`config.mk`:
```
export PLATFORM = sky130hd
export DESIGN_NAME = regfile_bram_multi
export DESIGN_NICKNAME = d
export VERILOG_FILES = /design/src/rtl/regfile_pkg.sv /design/src/rtl/regfile_bank_sdp.sv /design/src/rtl/regfile_bram_multi.sv
export SDC_FILE = /design/constraint.sdc
export NUM_CORES = 2
export LEC_CHECK = 0
export CAP_MARGIN = 20
export CORE_UTILIZATION = 40
export CTS_CLUSTER_SIZE = 30
export DETAILED_ROUTE_END_ITERATION = 16
export GPL_ROUTABILITY_DRIVEN = 0
export GPL_TIMING_DRIVEN = 0
export HOLD_SLACK_MARGIN = 0.06
export PLACE_DENSITY = 0.58
export SLEW_MARGIN = 30
export SYNTH_ARGS = -nofsm -noshare
export SYNTH_HDL_FRONTEND = slang
export SYNTH_HIERARCHICAL = 1
export SYNTH_SLANG_ARGS = --single-unit
```
`constraint.sdc`:
```
create_clock -name clk -period 11 [get_ports clk]
set_input_delay 2.75 -clock clk [delete_from_list [all_inputs] [get_ports clk]]
set_output_delay 2.75 -clock clk [all_outputs]
set_load 0.03 [all_outputs]
```
`src/rtl/regfile_pkg.sv`:
```
// ============================================================================
// Module      : regfile_pkg
// Description : Shared types and default widths for the BRAM register file.
// Revision    : 1.0 - initial release
// ============================================================================
`default_nettype none

package regfile_pkg;

    localparam int DEF_DATA_W = 32;
    localparam int DEF_ADDR_W = 5;
    localparam int DEF_DEPTH  = 32;

    typedef enum logic [0:0] {
        CLEAR = 1'b0,
        RUN   = 1'b1
    } state_e;

endpackage : regfile_pkg

`default_nettype wire

```
`src/rtl/regfile_bank_sdp.sv`:
```
// ============================================================================
// Module      : regfile_bank_sdp
// Description : Simple-dual-port BRAM bank, write port A, enabled sync read B.
// Revision    : 1.0 - initial release
// ============================================================================
`default_nettype none

module regfile_bank_sdp
    import regfile_pkg::*;
#(
    parameter int DATA_W = DEF_DATA_W,
    parameter int ADDR_W = DEF_ADDR_W,
    parameter int DEPTH  = DEF_DEPTH
) (
    input  logic              clk,
    input  logic              we_i,
    input  logic [ADDR_W-1:0] waddr_i,
    input  logic [DATA_W-1:0] wdata_i,
    input  logic              re_i,
    input  logic [ADDR_W-1:0] raddr_i,
    output logic [DATA_W-1:0] rdata_o
);

    // No reset on the array so the tools can map it onto block RAM.
    logic [DATA_W-1:0] mem_q [DEPTH];

    always_ff @(posedge clk) begin
        if (we_i) begin
            mem_q[waddr_i] <= wdata_i;
        end
        if (re_i) begin
            rdata_o <= mem_q[raddr_i];
        end
    end

endmodule : regfile_bank_sdp

`default_nettype wire

```
`src/rtl/regfile_bram_multi.sv`:
```
// ============================================================================
// Module      : regfile_bram_multi
// Description : Multi-read-port BRAM register file with write forwarding,
//               optional zero register and a hardware clear sequencer.
// Revision    : 1.0 - initial release
// ============================================================================
`default_nettype none

module regfile_bram_multi
    import regfile_pkg::*;
#(
    parameter int DATA_W   = DEF_DATA_W,
    parameter int ADDR_W   = DEF_ADDR_W,
    parameter int DEPTH    = DEF_DEPTH,
    parameter int NUM_READ = 3,
    parameter int ZERO_REG = 0
) (
    input  logic                       clk,
    input  logic                       rst,
    input  logic                       clr_req,
    output logic                       ready,
    input  logic                       we,
    input  logic [ADDR_W-1:0]          wa,
    input  logic [DATA_W-1:0]          wd,
    input  logic [NUM_READ-1:0]        re,
    input  logic [NUM_READ-1:0]        rclr,
    input  logic [NUM_READ*ADDR_W-1:0] ra,
    output logic [NUM_READ*DATA_W-1:0] rd
);

    localparam logic [ADDR_W-1:0] C_LAST = ADDR_W'(DEPTH - 1);

    state_e            state_q;
    logic [ADDR_W-1:0] cnt_q;
    logic              ready_q;

    logic              w_wr_ok;
    logic              w_bank_we;
    logic [ADDR_W-1:0] w_bank_wa;
    logic [DATA_W-1:0] w_bank_wd;

    always_ff @(posedge clk) begin
        if (rst) begin
            state_q <= CLEAR;
            cnt_q   <= '0;
            ready_q <= 1'b0;
        end else begin
            case (state_q)
                CLEAR: begin
                    cnt_q <= cnt_q + ADDR_W'(1);
                    if (cnt_q == C_LAST) begin
                        state_q <= RUN;
                        ready_q <= 1'b1;
                        cnt_q   <= '0;
                    end
                end
                RUN: begin
                    if (clr_req) begin
                        state_q <= CLEAR;
                        cnt_q   <= '0;
                        ready_q <= 1'b0;
                    end
                end
                default: begin
                    state_q <= CLEAR;
                    cnt_q   <= '0;
                    ready_q <= 1'b0;
                end
            endcase
        end
    end

    assign ready = ready_q;

    // A write is accepted only in RUN, in range, and not to a hard-wired zero.
    assign w_wr_ok = (state_q == RUN) && we && (32'(wa) < DEPTH) &&
                     !((ZERO_REG != 0) && (wa == '0));

    assign w_bank_we = (state_q == CLEAR) ? 1'b1  : w_wr_ok;
    assign w_bank_wa = (state_q == CLEAR) ? cnt_q : wa;
    assign w_bank_wd = (state_q == CLEAR) ? '0    : wd;

    generate
        for (genvar i = 0; i < NUM_READ; i++) begin : g_port
            logic [ADDR_W-1:0] w_ra;
            logic [DATA_W-1:0] w_bank_rd;
            logic              w_ra_zero;
            logic              w_hit;
            logic              zero_q;
            logic              fwd_q;
            logic [DATA_W-1:0] fwd_data_q;

            assign w_ra      = ra[i*ADDR_W +: ADDR_W];
            assign w_ra_zero = (32'(w_ra) >= DEPTH) ||
                               ((ZERO_REG != 0) && (w_ra == '0));
            assign w_hit     = w_wr_ok && (wa == w_ra);

            regfile_bank_sdp #(
                .DATA_W (DATA_W),
                .ADDR_W (ADDR_W),
                .DEPTH  (DEPTH)
            ) u_bank (
                .clk     (clk),
                .we_i    (w_bank_we),
                .waddr_i (w_bank_wa),
                .wdata_i (w_bank_wd),
                .re_i    (re[i]),
                .raddr_i (w_ra),
                .rdata_o (w_bank_rd)
            );

            // Flags pick between zero, captured write data and BRAM output.
            always_ff @(posedge clk) begin
                if (rst || rclr[i]) begin
                    zero_q <= 1'b1;
                    fwd_q  <= 1'b0;
                end else if (re[i]) begin
                    if ((state_q == CLEAR) || w_ra_zero) begin
                        zero_q <= 1'b1;
                        fwd_q  <= 1'b0;
                    end else begin
                        zero_q <= 1'b0;
                        fwd_q  <= w_hit;
                    end
                end
            end

            always_ff @(posedge clk) begin
                if (re[i] && w_hit) begin
                    fwd_data_q <= wd;
                end
            end

            assign rd[i*DATA_W +: DATA_W] = zero_q ? '0 :
                                            (fwd_q ? fwd_data_q : w_bank_rd);
        end
    endgenerate

endmodule : regfile_bram_multi

`default_nettype wire
```
==> impl_results.md <==
* Die Ht at 567.4 microns
* Hold slack at 0.5132 ns
* WL met2 at 171500 microns
* Combinational fraction of design power at 5.0%
* Clk pwr share at 43.1%
* DP HPWL at 250700 microns
* Setup Skew at 0.04619 ns
* # nets final at 7986
* Hold depth at 2
* Root Driver: clkbuf_16
* CP Capture Type: output port
* Initial Util at 40.20%
* Syn Area/Cell at 17.70 sq um
* # fillers at 26440
* Final setup viols at 0
* Top_reg_cell synth: edfxtp_1
* PnR worst setup slack at 4.770 ns
* Post-Route WL at 359000 microns
* Die width at 567.4 microns
* Max VDD drop at 0.0001341 V
* CTS buffer count at 340
* Max-slew violations at 0
* Clock transition at the registers of the reported paths at 0.06 ns
* Netlist Area Pre-Place at 0.1278 sq mm
* # rows at 207
* I/O Buffers at 157
* H-tree levels at 5
* Pin count of the biggest net entering global routing at 53
* Least-Margin Pin Slew at 1.119 ns
* Async set-reset flop share out of synthesis at 0%
* EDFF count, synth at 3264
* Antenna violations before repair at 19
* Critical path arrival at 3.48 ns
* Worst Path Class, Setup: flop to output port
* Ys Warns at 6
* Core ar. at 0.3181 sq mm
* Startpoint types: flop
* Clk Latency, worst-skew pair at 0.94 ns
* DP Worst Slack at 4.164 ns
* Commonest non-fill, non-tap cell in the layout: edfxtp_1
* Routed vias at 68420
* # Post-CTS Setup Buffers at 0
* Lkg Pwr at 0.05077 uW
* Setup TNS at 0 ns
* Max Used Layer: met5
* I/O Pins at 159
* Met3 WL at 22210 microns
* Sw frac at 21.37%
* Yosys reg bits at 3277
* WL/cell at 29.00 microns
* Vias in the first global route at 67900
* R2R depth at 6
* Critical Path RT at 8.25 ns
* Status: finished, final reports clean
* Worst hold path type: flop to flop
* Mapped Nets at 7289
* PD cells at 175.3 mW/mm^2
* Vias per cell at 5.528
* First-pass GRT wire length at 503200 microns
* NetSw at 5665 uW
* Starting DRT DRC Count at 6606
* Syn-to-layout area delta at 18.33%
* Register area at 0.09827 sq mm
* Drc violations at 0
* Fin. Hold Viols at 0
* Sequential share of power at 51.9%
* Maximum clock path buffer count at 4
* Fin crit share at 56.63%
* Max-capacitance violation count at 0
* Crit path time final at 6.230 ns
* CTS tree: yes
* Area occupied by multi-input gates at 0.02795 sq mm
* RSZ-0062 raised after global routing: false
* Drt first pass iters at 6
* Total die area at 0.3219 sq mm
* CTS Hold Bufs at 0
* Post-DRT Antenna Nets at 0
* Most frequent cells in the layout: edfxtp_1, mux2i_1, clkbuf_16
* Layout cells sized above 1 at 13.15%
* Global route total overflow at 0
* Number of library cell types mapped by synthesis at 39
* Seq/Total Area, Yosys at 76.87%
* Max Freq at 160.5 MHz
* M1 wire length at 145900 microns
* Int Power at 20850 uW
* Clk sink count at 3277
* Post-Syn Instances at 7225
* GRT Total Usage at 21.85%
* # resized after CTS at 0
* Largest fanout on the critical path at 10
* Slew headroom at 25.19%
==> state kept, by name (all words and copies together) (netlist names) <==
signal                 cells
cnt_q                      5
g_port.fwd_data_q         96
g_port.fwd_q               3
g_port.u_bank/mem_q     3072
g_port.u_bank/rdata_o     96
g_port.zero_q              3
ready                      1
state_q                    1
==> worst max-delay path, stage by stage, from the launching register on <==
cell and delay [ns]:
dfxtp_1 0.29, clkbuf_1 0.29, clkbuf_1 0.38, nor2_1 0.77
clkdlybuf4s50_1 0.82
==> final cells by class <==
cell class              count  area share (%)
diodes                     14         0.02316
plain buffers             413           1.651
clock buffers             434           5.955
clock inverters           169           1.320
multi-input cells        3535           18.47
flip-flops and latches   3277           64.96
well taps                4180           3.457
repair buffers            355           4.157
==> through the flow <==
step	instances	util [%]	total power, uW	area (sq um)
global placement	11560	42.34	15280	134600
detailed placement	11760	44.09	15360	140200
CTS	12360	47.55	26710	151200
floorplan	7225	-	14750	127800
finish	12380	47.56	26520	151300
global route	12370	47.56	27230	151300
==> kinds of logic after synthesis <==
family                   Yosys count  synth area share, %
AND/OR/NAND/NOR                 1002                3.575
XOR/XNOR                          15               0.1028
AO/OA/AOI/OAI                    879                4.665
buffers and inverters            413                1.948
flip-flops                      3277                76.87
multiplexers                    1637                12.82
adder cells (fa/ha/maj)            2              0.01957
==> routing by layer <==
metal	vias to the layer above	global-route usage, %
met5	-	0
met1	35530	28.73
met3	512	2.872
met2	2336	35.69
li1	30030	-
met4	2	11.00
==> power groups by stage <==
| stage | Sequential, uW | Combinational, uW | Clock [uW] |
|---|---|---|---|
| 4_1_cts | 13800 | 1330 | 11600 |
| 3_3_place_gp | 14000 | 1230 | 0 |
| 6_report | 13800 | 1320 | 11400 |
| 2_1_floorplan | 14000 | 722 | 0 |
| 5_1_grt | 13800 | 1390 | 12100 |
| 3_5_place_dp | 14000 | 1330 | 0 |
==> final timing paths <==
kind / start / slack [ns] / endpoint
max: g_port[1].zero_q / 4.77 / rd[56]
min: cnt_q[4] / 0.51 / cnt_q[4]
max reg2reg: state_q / 7.48 / g_port[1].u_bank/mem_q[5][16]
min reg2reg: cnt_q[4] / 0.51 / cnt_q[4]
==> cells in the mapped netlist (9+ instances only) <==
cell type	number	area [sq um]
edfxtp_1	3264	98010
mux2i_1	1632	16340
nand2_1	303	1137
nand3_1	295	1476
a21oi_1	294	1471
a22oi_1	288	2162
nor2_1	204	765.7
a22o_1	192	1682
clkbuf_1	150	563.0
buf_4	103	773.2
nor3_1	100	500.5
a31oi_1	96	600.6
buf_2	82	410.4
buf_6	57	641.9
and2_1	35	219.0
nand3b_1	21	157.7
buf_1	15	56.30
dfxtp_1	13	260.3
xnor2_1	13	113.9
nand2b_1	9	56.30
or3b_2	9	78.83
No activity file was read; power rests on OpenSTA's default activity.
